File: src/rtl/imem_loader_pkg.sv
// Shared types and constants for the boot-time instruction-memory loader.
package imem_loader_pkg;

  typedef enum logic [2:0] {
    IDLE,
    HDR_HI,
    HDR_LO,
    DATA,
    WRITE,
    DONE
  } loader_state_t;

  localparam int unsigned LOADER_HDR_BYTES = 2;
  localparam int unsigned BYTES_PER_WORD   = 4;

endpackage

File: src/rtl/word_packer.sv
// Assembles a stream of bytes into 32-bit words in the selected byte order.
// Three bytes are held; op_word combines them with the byte currently on
// ip_byte so the completed word is available in the cycle its last byte is
// accepted.
module word_packer
  import imem_loader_pkg::*;
#(
  parameter bit BIG_ENDIAN = 1'b1
) (
  input  logic        clock,
  input  logic        reset,
  input  logic        clear,
  input  logic        shift_en,
  input  logic [7:0]  ip_byte,
  output logic [31:0] op_word,
  output logic        op_full
);

  localparam int unsigned CNT_W = $clog2(BYTES_PER_WORD);

  logic [CNT_W-1:0] byte_cnt;
  logic [23:0]      held;

  // Byte counter and holding register; the counter wraps after the last byte.
  always_ff @(posedge clock) begin
    if (reset || clear) begin
      byte_cnt <= '0;
      held     <= '0;
    end else if (shift_en) begin
      byte_cnt <= byte_cnt + CNT_W'(1);
      held     <= BIG_ENDIAN ? {held[15:0], ip_byte} : {ip_byte, held[23:8]};
    end
  end

  // High when the next shifted byte completes the word.
  assign op_full = (byte_cnt == CNT_W'(BYTES_PER_WORD - 1));
  assign op_word = BIG_ENDIAN ? {held, ip_byte} : {ip_byte, held};

endmodule

File: src/rtl/imem_loader.sv
// Boot loader: receives a length-prefixed byte stream, writes 32-bit words
// to consecutive instruction-memory addresses and holds the core in reset
// until the whole image has been written.
module imem_loader
  import imem_loader_pkg::*;
#(
  parameter int ADDR_W     = 8,
  parameter bit BIG_ENDIAN = 1'b1
) (
  input  logic              clock,
  input  logic              reset,
  input  logic              ip_start,
  input  logic              ip_byte_valid,
  input  logic [7:0]        ip_byte,
  output logic              op_ready,
  output logic              op_we,
  output logic [ADDR_W-1:0] op_addr,
  output logic [31:0]       op_wdata,
  output logic              op_cpu_reset,
  output logic              op_done,
  output logic              op_error
);

  localparam logic [16:0] DEPTH = 17'(1) << ADDR_W;

  loader_state_t state, state_nx;
  logic [15:0]   word_cnt;
  logic [15:0]   word_idx;
  logic [15:0]   hdr_n;
  logic [15:0]   idx_inc;
  logic          accept;
  logic          pk_clear;
  logic          pk_shift;
  logic          pk_full;
  logic [31:0]   pk_word;

  assign accept   = ip_byte_valid && op_ready;
  assign pk_shift = accept && (state == DATA);

  word_packer #(.BIG_ENDIAN(BIG_ENDIAN)) u_packer (
    .clock    (clock),
    .reset    (reset),
    .clear    (pk_clear),
    .shift_en (pk_shift),
    .ip_byte  (ip_byte),
    .op_word  (pk_word),
    .op_full  (pk_full)
  );

  // State register.
  always_ff @(posedge clock) begin
    if (reset) state <= IDLE;
    else       state <= state_nx;
  end

  // Next-state decode; op_ready depends on the state register alone.
  always_comb begin
    state_nx = state;
    op_ready = 1'b0;
    pk_clear = 1'b0;
    hdr_n    = {word_cnt[15:8], ip_byte};
    idx_inc  = word_idx + 16'd1;
    unique case (state)
      IDLE, DONE: begin
        if (ip_start) begin
          state_nx = HDR_HI;
          pk_clear = 1'b1;
        end
      end
      HDR_HI: begin
        op_ready = 1'b1;
        if (ip_byte_valid) state_nx = HDR_LO;
      end
      HDR_LO: begin
        op_ready = 1'b1;
        if (ip_byte_valid) state_nx = (hdr_n == 16'd0) ? DONE : DATA;
      end
      DATA: begin
        op_ready = 1'b1;
        if (ip_byte_valid && pk_full) state_nx = WRITE;
      end
      WRITE:   state_nx = (idx_inc == word_cnt) ? DONE : DATA;
      default: state_nx = IDLE;
    endcase
  end

  // Header, word index and registered outputs. The write strobe is loaded
  // on the edge that accepts the last byte so it is seen during WRITE.
  always_ff @(posedge clock) begin
    if (reset) begin
      word_cnt     <= '0;
      word_idx     <= '0;
      op_we        <= 1'b0;
      op_addr      <= '0;
      op_wdata     <= '0;
      op_cpu_reset <= 1'b1;
      op_done      <= 1'b0;
      op_error     <= 1'b0;
    end else begin
      op_we <= 1'b0;
      unique case (state)
        IDLE, DONE: begin
          if (ip_start) begin
            word_idx     <= '0;
            op_cpu_reset <= 1'b1;
            op_done      <= 1'b0;
            op_error     <= 1'b0;
          end
        end
        HDR_HI: if (accept) word_cnt[15:8] <= ip_byte;
        HDR_LO: begin
          if (accept) begin
            word_cnt[7:0] <= ip_byte;
            if ({1'b0, hdr_n} > DEPTH) op_error <= 1'b1;
            if (hdr_n == 16'd0) begin
              op_cpu_reset <= 1'b0;
              op_done      <= 1'b1;
            end
          end
        end
        DATA: begin
          if (accept && pk_full) begin
            op_we    <= ({1'b0, word_idx} < DEPTH);
            op_addr  <= word_idx[ADDR_W-1:0];
            op_wdata <= pk_word;
          end
        end
        WRITE: begin
          word_idx <= idx_inc;
          if (idx_inc == word_cnt) begin
            op_cpu_reset <= 1'b0;
            op_done      <= 1'b1;
          end
        end
        default: ;
      endcase
    end
  end

endmodule
File: config.mk
export PLATFORM = sky130hd
export DESIGN_NAME = imem_loader
export DESIGN_NICKNAME = d
export VERILOG_FILES = /design/src/rtl/imem_loader_pkg.sv /design/src/rtl/word_packer.sv /design/src/rtl/imem_loader.sv
export SDC_FILE = /design/constraint.sdc
export NUM_CORES = 1
export LEC_CHECK = 0
export CAP_MARGIN = 10
export CELL_PAD_IN_SITES_DETAIL_PLACEMENT = 1
export CELL_PAD_IN_SITES_GLOBAL_PLACEMENT = 1
export CORE_MARGIN = 10
export CORE_UTILIZATION = 41
export DETAILED_ROUTE_END_ITERATION = 6
export PLACE_DENSITY = 0.79
export SLEW_MARGIN = 40
export SYNTH_ARGS = -nofsm -noshare
export SYNTH_HDL_FRONTEND = slang
export SYNTH_SLANG_ARGS = --single-unit
File: constraint.sdc
create_clock -name clock -period 2.8 [get_ports clock]
set_clock_uncertainty 0.1 [all_clocks]
set_input_delay 0.28 -clock clock [delete_from_list [all_inputs] [get_ports clock]]
set_output_delay 0.28 -clock clock [all_outputs]
set_load 0.05 [all_outputs]
# Yosys cells after proc, flatten, opt, wreduce, memory -nomap -nowiden
# Index checks and enable logic that the tools add are counted.
[word_totals]
word_cells = 78
regBits = 105
[classes]
eq_ne = 15
addsub = 2
n_bitwise = 2
mux = 25
n_lt_le_gt_ge = 2
reduce_logical = 20
[op_table]
columns = ["cell", "n"]
rows = [
  ["case mux 16 bit (2 select lines)", 1],
  ["two-way mux 3 bit", 6],
  ["adder 16 x 1 -> 16 bit, second input constant", 1],
  ["== test 16 bit", 1],
  ["> comparator 16 x 9 -> 1 bit, second input constant", 1],
  ["zero test 16 bit", 1],
  ["< comparator 16 x 9 -> 1 bit, second input constant", 1],
  ["two-way mux 16 bit", 1],
  ["case mux 3 bit (5 select lines)", 1],
  ["inequality test 2 bit, second input constant", 7],
  ["two-way mux 1 bit", 13],
  ["AND reduction 2 bit", 4],
  ["AND reduction 4 bit", 2],
  ["== test 3 x 2 -> 1 bit, second input constant", 2],
  ["== test 3 bit, second input constant", 2],
  ["case mux 1 bit (3 select lines)", 2],
  ["OR reduction 3 bit", 2],
  ["AND reduction 5 bit", 1],
  ["logical AND 1 bit", 4],
  ["nonzero test 2 bit", 2],
  ["== test 3 x 1 -> 1 bit, second input constant", 1],
  ["zero test 3 bit", 1],
  ["nonzero test 3 bit", 1],
  ["adder 2 x 1 -> 2 bit, second input constant", 1],
  ["other kinds (6)", 7],
]

# Longest topological paths before layout
# Gate-level depths: netlist of run 1.
[depth]
word_depth = 7
depth_mapped = 9
mapped_depth_nobuf = 7

# By module
# A second synthesis of run 1 with hierarchy kept.
[hier_totals]
cells_unflattened = 578
hier_area_um2 = 4807.1
[by_module_without_submodules]
columns = ["mod", "cells_per_inst", "instances", "area_each_um2", "seq_area_each_um2"]
rows = [
  ["imem_loader", 484, 1, 3776.1, 1581.5],
  ["word_packer", 94, 1, 1031.0, 520.5],
]

# Least setup slack after synthesis of run 1
# No wires, ideal clock.
[synth_path]
kind = "reg-to-reg"
from = "reg word_idx[1]"
to = "reg op_cpu_reset"
slack_ns = 0.457
stages_incl_launch_ff = 8
synth_period_minus_slack_ns = 2.343
setup_ns = 0.122
required_ns = 2.578
arrival_ns = 2.121
path_cell_list = "dfxtp_1 ha_1 xor2_1 a311oi_2 o2111ai_1 a2111oi_4 o2111ai_1 a311o_1"
[synth_between]
elab_chain_len = 4
[synth_lines]
columns = ["item", "line_no", "source"]
rows = [
  ["start: declaration", "imem_loader.sv:28", "logic [15:0] word_idx;"],
  ["start signal: assignment", "imem_loader.sv:129", "word_idx <= idx_inc;"],
  ["adder 16 x 1 -> 16 bit", "imem_loader.sv:62", "idx_inc = word_idx + 16'd1;"],
  ["== test 16 bit", "imem_loader.sv:130", "if (idx_inc == word_cnt) begin"],
  ["inequality test 2 bit (no source line)", "-", ""],
  ["AND reduction 5 bit (no source line)", "-", ""],
  ["end signal: assignment", "imem_loader.sv:96", "op_cpu_reset <= 1'b1;"],
  ["end signal: assignment", "imem_loader.sv:116", "op_cpu_reset <= 1'b0;"],
  ["end signal: assignment", "imem_loader.sv:131", "op_cpu_reset <= 1'b0;"],
  ["end: declaration", "imem_loader.sv:19", "output logic op_cpu_reset,"],
]
# Every way passes these cells.
# A chain may end at the register's enable or synchronous reset.

# Worst setup path in the final report of run 1
# Same ends and word-level chain as after synthesis.

==> impl_metrics.py, run 1 <==
metrics = {
    "run_status": {
        "status": "completed",
    },
    "detailed_routing": {
        "finalWirelength_um": 14650,
        "postRouteAntennaNets": 0,
        "drc": 0,
        "wl_per_cell_um": 18.47,
        "viasPerCell": 5.602,
        "drtIter0Drc": 281,
        "num_vias": 4442,
        "drt_pass1_iterations": 4,
    },
    "timing": {
        "slew_viol_final": 0,
        "tightestPinTransition_ns": 0.7490,
        "rsz0062_at_grt": "no",
        "max_freq_mhz": 387.0,
        "setup_slack_ns": 0.2162,
        "hold_viol": 0,
        "setup_tns_ns": 0,
        "slew_headroom_pct": 49.61,
        "fin_crit_sh_pct": 92.28,
        "setup_violations": 0,
        "period_needed_ns": 2.584,
    },
    "critical_path": {
        "cpMostUsedCell": "o2111ai_1",
        "startpoint": "word_idx[1]",
        "rr_startpoint": "word_idx[1]",
        "critPathKind": "flop to flop",
        "worst-path-buf-inv": 0,
        "required_ns": 2.94,
        "path_cells": "ha_2, nand4_1, o2bb2ai_1, o2111ai_1, a2111oi_4, o2111ai_1, a311o_1",
        "worst_setup_path_start_kind": "flop",
        "slowest_stage": "dfxtp_2",
        "path_delay_family": "compound AO/OA/AOI/OAI gates",
        "crit_fanout": 8,
        "critPathArrivalTime_ns": 2.72,
        "endpoint_kind": "flop",
        "critPathMaxStageDelay_ns": 0.41,
    },
    "die": {
        "dieArea_um2": 16160,
        "initial_core_util_pct": 41.57,
        "coreArea_um2": 11320,
        "pin_count": 57,
        "rows": 39,
        "fp.dieH_um": 127.1,
        "die_x_um": 127.1,
    },
    "power_and_ir_drop": {
        "ir_drop_mv": 0.2874,
        "p_switching_mw": 0.7580,
        "comb_power_share_pct": 6.6,
        "seqPwrFrac_pct": 50.0,
        "p_leak_nw": 1.915,
        "p_total_mw": 3.071,
        "clkPwrFrac_pct": 43.4,
        "power_density_nw_per_um2": 540.4,
        "p_int_mw": 2.313,
        "swShare_pct": 24.69,
    },
    "global_route": {
        "grt_pass1_vias": 4639,
        "grt_antenna_before_repair": 0,
        "grt_pass1_wl_um": 24090,
        "grt_overflow": 0,
        "grt_max_degree": 52,
        "grt_usage_pct": 18.07,
    },
    "cts": {
        "insertion_delay_ns": 0.35,
        "cts_max_level": 3,
        "clk_pin_slew_ns": 0.07,
        "postCtsSetupBuffers": 0,
        "cts_buffer_depth": 2,
        "numCtsBuffers": 9,
        "cts.sinks": 105,
        "holdBufCountCts": 0,
        "cts_tree": "built",
        "post_cts_resized": 0,
        "cts_root_buffer": "clkbuf_16",
    },
    "logic_synthesis": {
        "synth_nets": 623,
        "synthFlopType": "dfxtp_1",
        "synthTopCellsByArea": "dfxtp_1, nand2_1, a21oi_1",
        "synth_edf_count": 0,
        "netlist.area_leader.share_pct": 44.67,
        "yosys_warnings": 0,
        "yosys.area.top_type": "dfxtp_1",
        "synth_area_um2": 4706,
        "yosysUniqueCellTypes": 60,
        "synthArstFlopShare_pct": 0,
        "synth_seq_cells": 105,
        "syn_inst": 609,
        "avgSynthCellArea_um2": 7.727,
        "ys_seq_area_share_pct": 44.67,
    },
    "placed_design": {
        "dp.final_hpwl_um": 10730,
        "place.gp.congestion": 0.9261,
        "place_ws_ns": 0.07390,
        "io_buffers": 56,
    },
    "cells_and_area": {
        "final_common_cell": "nand2_1",
        "fillers": 1389,
        "drive_gt1_share_pct": 6.923,
        "synthToLayoutAreaGrowth_pct": 20.77,
        "final_cell_mix": "nand2_1, dfxtp_1, a21oi_1, clkdlybuf4s50_1, nor2_1",
        "nNetsFinal": 659,
        "antenna_cells": 0,
    },
    "hold_path": {
        "worst_hold_path_type": "input port to flop",
        "hold_start": "reset",
    },
    "run": {
        "max_cap_viol_count": 0,
    },
}
==> power groups by stage <==
stage | registers (mW) | clock network (mW) | logic [mW]
floorplan | 1.56 | 0 | 0.128
global placement | 1.57 | 0 | 0.198
detailed placement | 1.57 | 0 | 0.202
CTS | 1.53 | 1.36 | 0.203
global route | 1.54 | 1.42 | 0.224
finish | 1.54 | 1.33 | 0.204
==> cells in the mapped netlist, types with 4 or more instances <==
master,n
nor2b_1,4
nor4_1,7
a211oi_1,4
nand2b_1,5
nand3_1,9
xor2_1,11
nand4_1,5
buf_2,7
nor2_1,34
clkbuf_1,32
o21ai_0,15
xnor2_1,12
dfxtp_1,105
nor3_1,7
inv_1,6
nand2_1,182
and3_1,4
a21oi_1,96
==> layout make-up <==
| class | count | area (um2) | area share, % |
|---|---|---|---|
| Multi-Input combinational cell | 453 | 2395 | 42.14 |
| Sequential cell | 105 | 2103 | 37.01 |
| Timing Repair Buffer | 70 | 673.1 | 11.85 |
| Clock buffer | 10 | 239.0 | 4.205 |
| Tap cell | 143 | 178.9 | 3.148 |
| Clock inverter | 6 | 71.32 | 1.255 |
| Inverter | 6 | 22.52 | 0.3963 |
==> through the flow <==
stage          instance area, um2  hold slack (ns)  util [%]  instances
6_report                     5683           0.2491     50.20        793
5_1_grt                      5683           0.2663     50.20        793
4_1_cts                      5679           0.2362     50.17        793
3_5_place_dp                 5369           0.3497     47.42        777
3_3_place_gp                 5369           0.3439     47.42        777
2_1_floorplan                4706           0.3160         -        609
==> state kept, by name, indices dropped and copies added, names as in the netlist <==
register and cells:
op_error 1, state 3, op_done 1, op_cpu_reset 1, u_packer.held 24, op_we 1
word_cnt 16, u_packer.byte_cnt 2, word_idx 16, op_addr 8, op_wdata 32
==> logic make-up after synthesis <==
group	count (synthesis)	share of synthesized area (%)
buf+inv	51	4.493
xor+xnor	24	4.786
simple gates	279	26.64
fa+ha+maj	3	0.7444
flops	105	44.67
mux	3	0.6647
compound gates	144	18.00
==> metal layers <==
| layer | GRT usage [%] | vias up | part of all wire (%) |
|---|---|---|---|
| met1 | 22.33 | 2198 | 45 |
| met4 | 6.564 | 0 | 1.7 |
| met2 | 29.95 | 83 | 48 |
| met3 | 4.218 | 16 | 4.5 |
| met5 | 0 | - | 0 |
| li1 | - | 2145 | - |
==> worst paths after layout <==
| path | slack (ns) | end | cells past startpoint |
|---|---|---|---|
| worst max register to register | 0.22 | op_cpu_reset | 7 |
| worst min register to register | 0.35 | op_wdata[3] | 2 |
| worst min-delay path | 0.25 | op_wdata[5] | 2 |
| worst max-delay path | 0.22 | op_cpu_reset | 7 |
Note: power is estimated with default switching activity, not from simulation.
==> run 2, diff against run 1 <==
Settings changed: CORE_MARGIN 10 to not set, GPL_TIMING_DRIVEN set to 0.
==> impl_metrics.py, run 2 (synthesized netlist as in run 1, its figures left out) <==
metrics = {
    "power_and_ir_drop": {
        "ir_drop_mv": 0.3910,
        "p_leak_nw": 1.944,
        "power_density_nw_per_um2": 532.3,
    },
    "cts": {
        "cts_buffer_depth": 2,
        "numCtsBuffers": 9,
        "clk_pin_slew_ns": 0.07,
        "insertion_delay_ns": 0.35,
        "cts_root_buffer": "clkbuf_16",
        "cts_max_level": 3,
        "cts.sinks": 105,
        "cts_tree": "built",
    },
    "critical_path": {
        "critPathMaxStageDelay_ns": 0.42,
        "cpMostUsedCell": "o2111ai_1",
        "critPathArrivalTime_ns": 2.81,
        "path_cells": "ha_1, buf_2, nand4_1, o2bb2ai_1, o2111ai_1, a2111oi_4, o2111ai_1, a311o_1",
        "endpoint_kind": "flop",
        "worst_setup_path_start_kind": "flop",
        "slowest_stage": "dfxtp_2",
        "crit_fanout": 8,
        "required_ns": 2.94,
        "critPathKind": "flop to flop",
    },
    "cells_and_area": {
        "largest-register": "op_wdata",
        "synthToLayoutAreaGrowth_pct": 21.94,
        "drive_gt1_share_pct": 5.752,
        "final_cell_mix": "nand2_1, dfxtp_1, a21oi_1, clkdlybuf4s50_1, nor2_1",
        "fin_cells": 818,
        "final_common_cell": "nand2_1",
        "top_regs": "op_wdata: 32 flops, u_packer.held: 24 flops",
        "final_core_util_pct": 52.02,
        "antenna_cells": 0,
        "largest_reg_flops": 32,
        "nNetsFinal": 688,
    },
    "timing": {
        "setup_violations": 0,
        "period_needed_ns": 2.676,
        "rsz0062_at_grt": "no",
        "slew_viol_final": 0,
        "max_freq_mhz": 373.7,
        "tightestPinTransition_ns": 0.8614,
        "setup_tns_ns": 0,
        "fin_crit_sh_pct": 95.57,
        "hold_viol": 0,
        "slew_headroom_pct": 42.36,
    },
    "global_route": {
        "grt_usage_pct": 25.37,
        "grt_pass1_vias": 4615,
        "grt_pass1_wl_um": 23050,
        "grt_overflow": 0,
        "use_met1_pct": 32.09,
        "use_met3_pct": 4.304,
        "globalRouteMet2Util_pct": 43.76,
        "busiest_layer": "met2",
        "grt_antenna_before_repair": 0,
        "grt_max_degree": 18,
    },
    "detailed_routing": {
        "viasPerCell": 5.490,
        "wl_per_cell_um": 17.24,
        "drc": 0,
        "postRouteAntennaNets": 0,
        "finalWirelength_um": 14110,
        "num_vias": 4491,
        "drtIter0Drc": 153,
        "drt_pass1_iterations": 4,
    },
    "die": {
        "coreArea_um2": 11030,
        "initial_core_util_pct": 42.66,
        "fp.dieH_um": 109.1,
        "dieArea_um2": 11910,
        "pin_count": 57,
        "rows": 38,
        "die_x_um": 109.1,
    },
    "hold_path": {
        "worst_hold_path_type": "flop to flop",
    },
    "placed_design": {
        "place.gp.congestion": 0.8470,
        "dp_cells": 804,
        "dp.final_hpwl_um": 10370,
        "io_buffers": 55,
    },
    "run": {
        "max_cap_viol_count": 0,
    },
    "run_status": {
        "status": "completed",
    },
}
## run 2: repair_timing
action / CTS / global route
resized for setup: 0 / 2
setup buffers: 0 / 0
setup endpoints to repair: 0 / 11
hold buffers: 0 / 0
## run 2: final cells by class
| type | count | area [um2] |
|---|---|---|
| Tap cell | 140 | 175.2 |
| Fill cell | 1405 | 5293 |
| Multi-Input combinational cell | 453 | 2397 |
| Clock buffer | 10 | 239.0 |
| Inverter | 6 | 22.52 |
| Timing Repair Buffer | 55 | 553.0 |
| Buffer | 44 | 185.2 |
| Clock inverter | 5 | 62.56 |
| Sequential cell | 105 | 2103 |
## run 2: final timing paths
path	startpoint	end	slack (ns)	cells past startpoint
max	word_idx[1]	op_cpu_reset	0.12	8
min	op_wdata[31]	op_wdata[31]	0.36	2
max reg2reg	word_idx[1]	op_cpu_reset	0.12	8
min reg2reg	op_wdata[31]	op_wdata[31]	0.36	2
## run 2: metal layers
layer | part of all wire (%) | vias to the layer above
met5 | 0 | -
met4 | 1.9 | 0
met3 | 3.3 | 25
met2 | 48 | 73
met1 | 47 | 2198
li1 | - | 2195
## run 2: report_power, final
group          switching, mW  leakage, nW  internal [mW]
Sequential            0.0177        0.848           1.51
Combinational          0.146        0.949         0.0721
Clock                  0.588        0.147          0.722
Total                  0.753         1.94           2.30
## run 2: critical path: cells and delay by family (launching register included)
kind | cells | cell delay [ns]
simple gates | 1 | 0.27
fa+ha+maj | 1 | 0.16
flops | 1 | 0.42
compound gates | 5 | 1.45
buf+inv | 1 | 0.17
## run 2: metrics by stage
step	area, um2	worst slack (ns)	hold WS, ns	power (mW)
2_1_floorplan	4706	0.4568	0.3160	1.691
3_3_place_gp	5431	0.05885	0.3426	1.770
3_5_place_dp	5431	0.005787	0.3496	1.776
4_1_cts	5733	0.02525	0.3627	3.069
5_1_grt	5738	0.04550	0.3732	3.153
6_report	5738	0.1240	0.3583	3.054
==> run 3, diff against run 2 <==
Settings changed: ABC_AREA set to 1, CORE_ASPECT_RATIO set to 0.9, CORE_UTILIZATION 41 to 39, PLACE_DENSITY 0.79 to 0.77.
==> impl_metrics.py, run 3 <==
metrics = {
    "logic_synthesis": {
        "synth_commonest_cells": "nand2_1, dfxtp_1, a21oi_1",
        "synth_mux_area_share_pct": 0,
        "yosys.area.top_type": "dfxtp_1",
        "syn_inst": 675,
        "synth_area_um2": 4609,
        "netlist.area_leader.share_pct": 45.60,
        "synth_fa_ha_area_share_pct": 0.5429,
        "yosysUniqueCellTypes": 27,
        "synthArstFlopShare_pct": 0,
        "synth_seq_cells": 105,
        "synth_simple_gate_area_share_pct": 32.03,
        "post-synth-top-count-cell": "nand2_1",
        "synthFlopType": "dfxtp_1",
        "ys_seq_area_share_pct": 45.60,
        "yosys_warnings": 0,
        "synth-xor-area-share_pct": 0.8686,
        "avgSynthCellArea_um2": 6.829,
        "synth_nets": 689,
        "synth_top_family_by_area": "simple AND/OR/NAND/NOR gates",
        "synth_edf_count": 0,
        "synthTopCellsByArea": "dfxtp_1, nand2_1, a21oi_1",
        "synth_compound_area_share_pct": 14.47,
    },
    "detailed_routing": {
        "viasPerCell": 5.231,
        "drt_pass1_iterations": 5,
        "postRouteAntennaNets": 0,
        "drc": 0,
        "finalWirelength_um": 14780,
        "num_vias": 4718,
        "wl_per_cell_um": 16.39,
        "drtIter0Drc": 305,
    },
    "cts": {
        "cts_max_level": 3,
        "cts_root_buffer": "clkbuf_16",
        "cts_buffer_depth": 2,
        "numCtsBuffers": 9,
        "cts.sinks": 105,
        "clk_pin_slew_ns": 0.07,
        "insertion_delay_ns": 0.36,
        "postCtsSetupBuffers": 0,
        "cts_tree": "built",
        "post_cts_resized": 0,
        "holdBufCountCts": 0,
    },
    "placed_design": {
        "placed_area_um2": 5358,
        "place.gp.congestion": 0.8887,
        "io_buffers": 55,
        "place_ws_ns": 0.3430,
        "dp.final_hpwl_um": 11040,
    },
    "run_status": {
        "status": "completed",
    },
    "power_and_ir_drop": {
        "p_leak_nw": 2.066,
        "p_int_mw": 2.479,
        "comb_power_share_pct": 23.0,
        "p_switching_mw": 1.274,
        "ir_drop_mv": 0.5035,
        "clkPwrFrac_pct": 33.1,
        "swShare_pct": 33.96,
        "power_density_nw_per_um2": 664.5,
        "seqPwrFrac_pct": 43.9,
    },
    "die": {
        "coreArea_um2": 11480,
        "dieArea_um2": 12260,
        "rows": 37,
        "pin_count": 57,
        "fp.dieH_um": 105.1,
        "die_x_um": 116.6,
        "initial_core_util_pct": 40.15,
    },
    "timing": {
        "setup_slack_ns": 0.3081,
        "slew_headroom_pct": 56.20,
        "tightestPinTransition_ns": 0.6562,
        "setup_violations": 0,
        "fin_crit_sh_pct": 89.00,
        "slew_viol_final": 0,
        "hold_viol": 0,
        "max_freq_mhz": 401.3,
        "setup_tns_ns": 0,
        "rsz0062_at_grt": "no",
        "period_needed_ns": 2.492,
    },
    "cells_and_area": {
        "largest-register": "op_wdata",
        "final_common_cell": "nand2_1",
        "final_cell_mix": "nand2_1, dfxtp_1, a21oi_1, nor2_1, clkdlybuf4s50_1",
        "fillers": 1513,
        "top_regs": "op_wdata: 32 flops, u_packer.held: 24 flops",
        "finalInstanceArea_um2": 5648,
        "drive_gt1_share_pct": 5.228,
        "largest_reg_flops": 32,
        "synthToLayoutAreaGrowth_pct": 22.53,
        "antenna_cells": 0,
        "multiInputGateArea_um2": 2213,
        "nNetsFinal": 755,
        "regArea_um2": 2102,
    },
    "run": {
        "max_cap_viol_count": 0,
    },
    "global_route": {
        "grt_pass1_vias": 4645,
        "grt_overflow": 0,
        "grt_max_degree": 19,
        "grt_usage_pct": 25.38,
        "grt_antenna_before_repair": 0,
        "grt_pass1_wl_um": 23490,
    },
    "critical_path": {
        "rr_startpoint": "word_idx[0]",
        "crit_fanout": 4,
        "required_ns": 2.92,
        "worst_setup_path_start_kind": "flop",
        "endpoint_kind": "flop",
        "ff2ff_setup_slack_ns": 0.31,
        "startpoint": "word_idx[0]",
        "reg2reg_depth": 14,
        "critPathKind": "flop to flop",
        "crit_end": "op_cpu_reset",
        "critPathArrivalTime_ns": 2.61,
        "reg2reg_to": "op_cpu_reset",
    },
    "hold_path": {
        "worst_hold_path_type": "input port to flop",
    },
}
run 3: cell types whose count changed after synthesis, moves of 9 or more:
cell	change
nand2_1	+45
inv_1	+39
nand3_1	+34
nor2_1	+31
o21ai_0	+19
clkbuf_1	-13
xnor2_1	-12
xor2_1	-9
run 3: cells by family after synthesis:
| kind of cell | Yosys count |
|---|---|
| AND/OR/NAND/NOR | 358 |
| flip-flops | 105 |
| AO/OA/AOI/OAI | 131 |
| XOR/XNOR | 3 |
| adder cells (fa/ha/maj) | 2 |
| buffers and inverters | 76 |
run 3: power groups by stage:
stage          Combinational (mW)  Clock (mW)  Sequential, mW
2_1_floorplan               0.557           0            1.70
3_3_place_gp                0.826           0            1.68
3_5_place_dp                0.850           0            1.68
4_1_cts                     0.858        1.27            1.65
5_1_grt                     0.959        1.33            1.66
6_report                    0.863        1.24            1.65
run 3: worst min path at each step:
stage,start,end,cells after the start
2_1_floorplan,ip_byte[2],word_cnt[2],2
3_3_place_gp,u_packer.held[21],u_packer.held[21],2
3_5_place_dp,u_packer.held[16],u_packer.held[16],2
4_1_cts,reset,op_wdata[21],2
5_1_grt,reset,op_wdata[21],2
6_report,reset,op_wdata[21],2
run 3: final cells by class:
class                      count  share of cell area [%]
clock buffer                  10                   4.231
clock inverter                 6                  0.8640
multi-input combinational    494                   39.19
inverter                      52                   3.456
tap                          156                   3.456
timing repair buffer          55                   9.747
buffer                        24                   1.839
sequential                   105                   37.22
run 3: routing by layer:
metal  part of all wire, %  GRT usage [%]  vias up  wire length, um
li1                      -              -     2311                -
met1                    48          35.42     2269             7121
met2                    45          39.22      118             6613
met3                   5.5          5.916       20              813
met4                   1.6          6.148        0              233
met5                     0              0        -                0
run 3: stage by stage:
step | hold slack (ns) | power, mW | instances | utilization (%)
after floorplan | 0.3149 | 2.255 | 675 | -
after global placement | 0.3460 | 2.505 | 886 | 46.64
after detailed placement | 0.3562 | 2.531 | 886 | 46.67
after CTS | 0.3241 | 3.774 | 902 | 49.17
after global routing | 0.3371 | 3.945 | 902 | 49.19
final | 0.3280 | 3.753 | 902 | 49.19
run 3: worst max-delay path, stage by stage (launching register included):
cell	delay, ns
dfxtp_1	0.40
ha_1	0.22
nand3_1	0.18
nor2_1	0.35
nand2_1	0.12
nand3_1	0.11
nand2_1	0.07
nor2_1	0.11
nand2_1	0.05
nor2_1	0.19
nand3_1	0.12
nand2_1	0.12
nand2_1	0.08
nand2_1	0.06
nand3_1	0.06
